===== config.mk =====
export PLATFORM = sky130hd
export DESIGN_NAME = nic_buffered
export DESIGN_NICKNAME = d
export VERILOG_FILES = /design/src/rtl/nic_buffered.sv
export SDC_FILE = /design/constraint.sdc
export NUM_CORES = 1
export LEC_CHECK = 0
export BUFFER_PORTS_ARGS = -buffer_cell sky130_fd_sc_hd__buf_2
export CAP_MARGIN = 15
export CORE_AREA = 2 2 210 212
export DETAILED_ROUTE_END_ITERATION = 10
export DIE_AREA = 0 0 212 214
export MAX_ROUTING_LAYER = met4
export PLACE_DENSITY = 0.7
export SLEW_MARGIN = 20
export SYNTH_ARGS = -nofsm -noshare
export SYNTH_HDL_FRONTEND = slang
export SYNTH_SLANG_ARGS = --single-unit

===== constraint.sdc =====
create_clock -name clk -period 3.4 [get_ports clk]
set_input_delay 0.17 -clock clk [delete_from_list [all_inputs] [get_ports clk]]
set_output_delay 0.17 -clock clk [all_outputs]
set_load 0.05 [all_outputs]

===== src/rtl/nic_buffered.sv =====
// nic_buffered: processor register port <-> ring-router PE port NIC
// with DEPTH-entry inbound (IF) and outbound (OF) packet FIFOs.
//
// Ports:
//   clk, reset      rising-edge clock, synchronous active-high reset
//   addr            00 in-data, 01 in-status, 10 out-data, 11 out-status
//   d_in            processor write data
//   nicEN, nicWrEn  access enable, 1 = write / 0 = read
//   d_out           registered read data (1-cycle latency)
//   net_so/net_ro   outbound valid / router ready
//   net_do          outbound packet (OF head)
//   net_polarity    current router VC phase
//   net_si/net_ri   inbound valid / NIC ready
//   net_di          inbound packet
module nic_buffered #(
    parameter int DW     = 64,
    parameter int DEPTH  = 4,
    parameter int VC_BIT = DW - 1
) (
    input  logic          clk,
    input  logic          reset,
    input  logic [1:0]    addr,
    input  logic [DW-1:0] d_in,
    input  logic          nicEN,
    input  logic          nicWrEn,
    output logic [DW-1:0] d_out,
    output logic          net_so,
    input  logic          net_ro,
    output logic [DW-1:0] net_do,
    input  logic          net_polarity,
    input  logic          net_si,
    output logic          net_ri,
    input  logic [DW-1:0] net_di
);

    localparam int AW = $clog2(DEPTH);
    localparam int CW = AW + 1;

    logic [DW-1:0] if_mem [0:DEPTH-1];
    logic [DW-1:0] of_mem [0:DEPTH-1];

    logic [AW-1:0] if_rd, if_wr, of_rd, of_wr;
    logic [CW-1:0] if_cnt, of_cnt;
    logic          ovf;

    logic          if_full, if_empty, of_full, of_empty;
    logic          rd_en, wr_en;
    logic          if_push, if_pop, of_push, of_pop, of_drop;
    logic [DW-1:0] of_head;
    logic [DW-1:0] rd_data;

    assign if_full  = (if_cnt == CW'(DEPTH));
    assign if_empty = (if_cnt == '0);
    assign of_full  = (of_cnt == CW'(DEPTH));
    assign of_empty = (of_cnt == '0);

    assign rd_en = nicEN & ~nicWrEn;
    assign wr_en = nicEN & nicWrEn;

    assign net_ri  = ~if_full;
    assign if_push = net_si & net_ri;
    assign if_pop  = rd_en & (addr == 2'b00) & ~if_empty;

    assign of_push = wr_en & (addr == 2'b10) & ~of_full;
    assign of_drop = wr_en & (addr == 2'b10) & of_full;

    // Head-of-line gating: the head only leaves in its own VC phase.
    assign of_head = of_mem[of_rd];
    assign net_do  = of_head;
    assign net_so  = ~of_empty & net_ro
                   & (of_head[VC_BIT] == net_polarity);
    assign of_pop  = net_so;

    always_comb begin
        rd_data = '0;
        if (rd_en) begin
            unique case (addr)
                2'b00: if (!if_empty) rd_data = if_mem[if_rd];
                2'b01: begin
                    rd_data[15:8] = 8'(if_cnt);
                    rd_data[0]    = ~if_empty;
                end
                2'b11: begin
                    rd_data[15:8] = 8'(of_cnt);
                    rd_data[1]    = ovf;
                    rd_data[0]    = of_full;
                end
                default: rd_data = '0;
            endcase
        end
    end

    // Storage is intentionally left out of reset.
    always_ff @(posedge clk) begin
        if (if_push) if_mem[if_wr] <= net_di;
        if (of_push) of_mem[of_wr] <= d_in;
    end

    always_ff @(posedge clk) begin
        if (reset) begin
            if_rd  <= '0;
            if_wr  <= '0;
            if_cnt <= '0;
            of_rd  <= '0;
            of_wr  <= '0;
            of_cnt <= '0;
            ovf    <= 1'b0;
            d_out  <= '0;
        end else begin
            d_out <= rd_data;
            if (if_push) if_wr <= if_wr + 1'b1;
            if (if_pop)  if_rd <= if_rd + 1'b1;
            if (of_push) of_wr <= of_wr + 1'b1;
            if (of_pop)  of_rd <= of_rd + 1'b1;
            unique case ({if_push, if_pop})
                2'b10:   if_cnt <= if_cnt + 1'b1;
                2'b01:   if_cnt <= if_cnt - 1'b1;
                default: if_cnt <= if_cnt;
            endcase
            unique case ({of_push, of_pop})
                2'b10:   of_cnt <= of_cnt + 1'b1;
                2'b01:   of_cnt <= of_cnt - 1'b1;
                default: of_cnt <= of_cnt;
            endcase
            // A drop beats a same-cycle status-read clear.
            if (of_drop)
                ovf <= 1'b1;
            else if (rd_en && addr == 2'b11)
                ovf <= 1'b0;
        end
    end

endmodule


Yosys cells after proc, flatten, opt, wreduce, memory -nomap -nowiden
Memories as Yosys holds them, arrays and structs flattened. A register that Yosys moved wholly into a read port is not among the register bits.
Cells that the tools add are included.
Widths: inputs -> output; s select.
- eq/ne operators: 10
- bitwise operators: 17
- add/subtract/negate cells: 8
- reduce and logical (&&, ||, !) cells: 9
- multiplexer cells: 16
- operators by type and width (kind ; number):
    $pmux 8 s3 ; 1
    $mux 16 ; 1
    $pmux 3 s2 ; 2
    $and 1x1->1 ; 10
    $add 2x1->2 const B ; 4
    $eq 2x2->1 const B ; 4
    $mux 2 ; 4
    $not 1->1 ; 7
    $add 3x1->3 const B ; 2
    $eq 2x1->1 const B ; 3
    $eq 3x3->1 const B ; 2
    $logic_not 3->1 ; 2
    $mux 1 ; 6
    $reduce_bool 2->1 ; 3
    $sub 3x1->3 const B ; 2
    $reduce_or 4->1 ; 1
    $pmux 1 s3 ; 1
    $logic_not 2->1 ; 1
    $pmux 1 s2 ; 1
    $reduce_or 2->1 ; 1
    $eq 1x1->1 ; 1
    $logic_and 1x1->1 ; 1
- RAM bits: 512
- memories: 2
- register bits after elaboration: 79
- input port bits: 137
- memories (memory ; words ; width ; read ports ; clocked after Yosys merged registers in ; write ports ; line ; source):
    if_mem ; 4 ; 64 ; 1 ; 1 ; 1 ; 39 ; logic [DW-1:0] if_mem [0:DEPTH-1];
    of_mem ; 4 ; 64 ; 1 ; 1 ; 1 ; 40 ; logic [DW-1:0] of_mem [0:DEPTH-1];

Longest topological paths before layout
- word-level depth: 6
- depth in mapped cells: 11
- gate-level depth less buffers: 11

Worst setup path after synthesis
OpenSTA, ideal clock, no wires.
- kind: register -> register
- from: reg (tool-made name)
- to: reg of_cnt[2]
- library setup time: 0.070 ns
- data required time: 3.330 ns
- clock period less this slack: 3.478 ns
- path slack: -0.078 ns
- buffers on the path: 1
- stages on the path, launching flop included: 11
- data arrival time: 3.408 ns
- cells stage by stage: dfxtp_1 > buf_6 > mux4_2 > xor2_1 > nor2_1 > ha_1 > inv_1 > fa_1 > xor2_1 > or3_1 > a21oi_1
- RTL lines (element ; line ; source):
    to (signal assigned) ; 121 ; 2'b10: of_cnt <= of_cnt + 1'b1;
    to (signal assigned) ; 122 ; 2'b01: of_cnt <= of_cnt - 1'b1;
    to (signal assigned) ; 123 ; default: of_cnt <= of_cnt;
    to (decl) ; 43 ; logic [CW-1:0] if_cnt, of_cnt;

==> flow_summary.toml <==
[run_status]
outcome = "finished clean"

[floorplan]
ioPinCount = 267
die_y_um = 214
row_count = 76
die-area_um2 = 45370
core_area_um2 = 42890
start_util = 0.4951
fp.dieW_um = 212

[synthesis]
synth_edf_count = 512
synth_area_leaders = "edfxtp_1 (72%), mux4_2 (14%), dfxtp_1 (7.8%), and3_1 (1.9%), ha_1 (0.88%)"
synth_top_cell_by_area = "edfxtp_1"
syn-cell-area_um2 = 21230
synthCells = 934
seq_area_frac_synth = 0.8023
yosysUniqueCellTypes = 36
synthFlopType = "edfxtp_1"
synth_top_area_frac = 0.7241
syn_area_per_cell_um2 = 22.73
synthesis.nets = 1088
yosysWarnings = 0
async_flop_share = 0
ys_seq_elements = 595

[sta]
setup_viol = 0
slew_headroom = 0.3735
period_share = 0.8802
fmax_mhz = 334.2
tightestPinTransition_ps = 939.7
fin_crit_ps = 2993
fin_skew_ps = 25.27
slew_viol_final = 0
worst_slack_ps = 407.4
hold_viol_final = 0
tns_ps = 0
rsz0062_at_grt = "false"

[worst_setup_path]
critPathKind = "flip-flop to output port"
critPathArrivalTime_ps = 2820
worstPathRequired_ps = 3230
rr_worst_depth = 9
end_kind = "output port"
start_kind = "flip-flop"
path_max_fanout = 33

[routing]
drc = 0
via_per_inst = 5.279
drt-pass1-iter-count = 5
finalWirelength_mm = 42.99
drt_iter0_markers = 863
vias = 10630
ant_nets = 0
wl_per_cell_um = 21.36

[placed_design]
portBuffers = 266
dpl_cell_area_um2 = 23430
hpwl_mm = 24.72
dp_cells = 1763
pre_cts_ws_ps = 702.1
gp_congestion = 0.7137

[clocking]
htreeDepth = 2
cts_buffers = 57
clockBufferDepth = 3
clock-sinks = 595
cts-root-buf = "clkbuf_16"
clk_latency_ps = 600
post-cts-setup-buffers = 0
cts.clk_slew.worst_paths_ps = 60
cts_tree = "built"

[grt]
grt_pass1_vias = 11410
grt_max_degree = 66
track_usage = 0.1962
grt_pass1_wl_mm = 65.52
grt.overflow.total = 0
antenna_found_initial = 7

[cells_and_area]
area_growth_pct = 25.77
fin_area_um2 = 26710
finalNonFillerCells = 2013
final_common_cell = "edfxtp_1"
drive_gt1_frac = 0.3652
final_cell_mix = "edfxtp_1 (512), buf_2 (266), dlygate4sd3_1 (137)"
nets = 1528

[power]
total_power_mw = 15.22
p_leak_nw = 9.409
p_per_area_nw_per_um2 = 569.7
ir_drop_uv = 554.9

[hold_path]
hold_class = "input port to flip-flop"
hold_depth = 4

[job]
maxCapViolCount = 0
-- layer usage --
metal,share of wire,wire length (µm),global-route usage
met5,0,0,-
met4,0.023,998,0.06221
met3,0.069,2987,0.04823
met2,0.50,21400,0.3199
met1,0.41,17610,0.2430
-- repair_timing --
action / in CTS / in global routing
endpoints found under the hold margin: 530 / 0
hold buffers: 137 / 0
endpoints found under the setup margin: 0 / 33
gates resized for setup: 0 / 1
-- cells in the mapped netlist, types with 2 or more instances --
| cell type | n |
|---|---|
| a222oi_1 | 4 |
| nand2_1 | 3 |
| buf_2 | 13 |
| and3_1 | 63 |
| mux4_2 | 128 |
| a21oi_1 | 8 |
| xnor2_1 | 4 |
| mux2_2 | 2 |
| dfxtp_1 | 83 |
| inv_1 | 15 |
| o21ai_0 | 5 |
| xor2_1 | 5 |
| fa_1 | 2 |
| or3_1 | 5 |
| nor2_1 | 19 |
| and2_1 | 5 |
| ha_1 | 15 |
| edfxtp_1 | 512 |
| clkbuf_1 | 26 |
-- per-stage QoR --
| step | util | hold WS [ps] |
|---|---|---|
| global placement | 0.5464 | 378.9 |
| finish | 0.6227 | 65.88 |
| CTS | 0.6222 | 11.88 |
| global route | 0.6227 | 72.41 |
| detailed placement | 0.5464 | 386.8 |
| floorplan | - | 268.9 |
-- sequential cells by signal, summed over array words and instances, names as in the netlist, named ones only --
signal / count
of_mem: 256
if_mem: 256
d_out: 64
of_rd: 2
if_rd: 2
ovf: 1
if_wr: 2
if_cnt: 3
of_wr: 2
of_cnt: 3
-- critical path, stage by stage, from the launching register on --
cell     delay [ps]
dfxtp_4         430
buf_4           470
buf_6           480
mux4_2          590
buf_2           230
-- final timing paths --
check                    end  slack, ps    startpoint
setup / recovery  net_do[29]        410     flip-flop
hold / removal     flip-flop         70  net_polarity
setup reg to reg   of_cnt[2]        710     flip-flop
hold reg to reg    flip-flop        490      of_rd[1]
-- cell type report --
class / instances / area (µm²)
Antenna cell: 7 / 17.52
Clock buffer: 77 / 1593
Clock inverter: 29 / 290.3
Fill cell: 2961 / 16180
Inverter: 15 / 56.30
Multi-Input combinational cell: 282 / 4000
Sequential cell: 595 / 17050
Tap cell: 585 / 732.0
Timing Repair Buffer: 423 / 2969
-- kinds of logic (layout without fill, tap and decap cells) --
group	count (synthesis)	count (layout)	synth area share
AOI/OAI and AO/OA	21	21	0.006482
xor gates and xnor gates	9	9	0.003712
adders and majority gates	17	17	0.01072
buffers and inverters	57	544	0.01125
DFF	595	595	0.8023
muxes	130	130	0.1368
other	0	7	0
and+or+nand+nor	105	105	0.02870
-- where the power goes --
group / leakage [nW] / switching, mW / internal [mW]
logic: 3.17 / 0.440 / 0.343
clock network: 0.915 / 2.60 / 3.66
registers: 5.33 / 0.0537 / 8.12
total: 9.41 / 3.09 / 12.1
(Power assumes the default switching activity.)
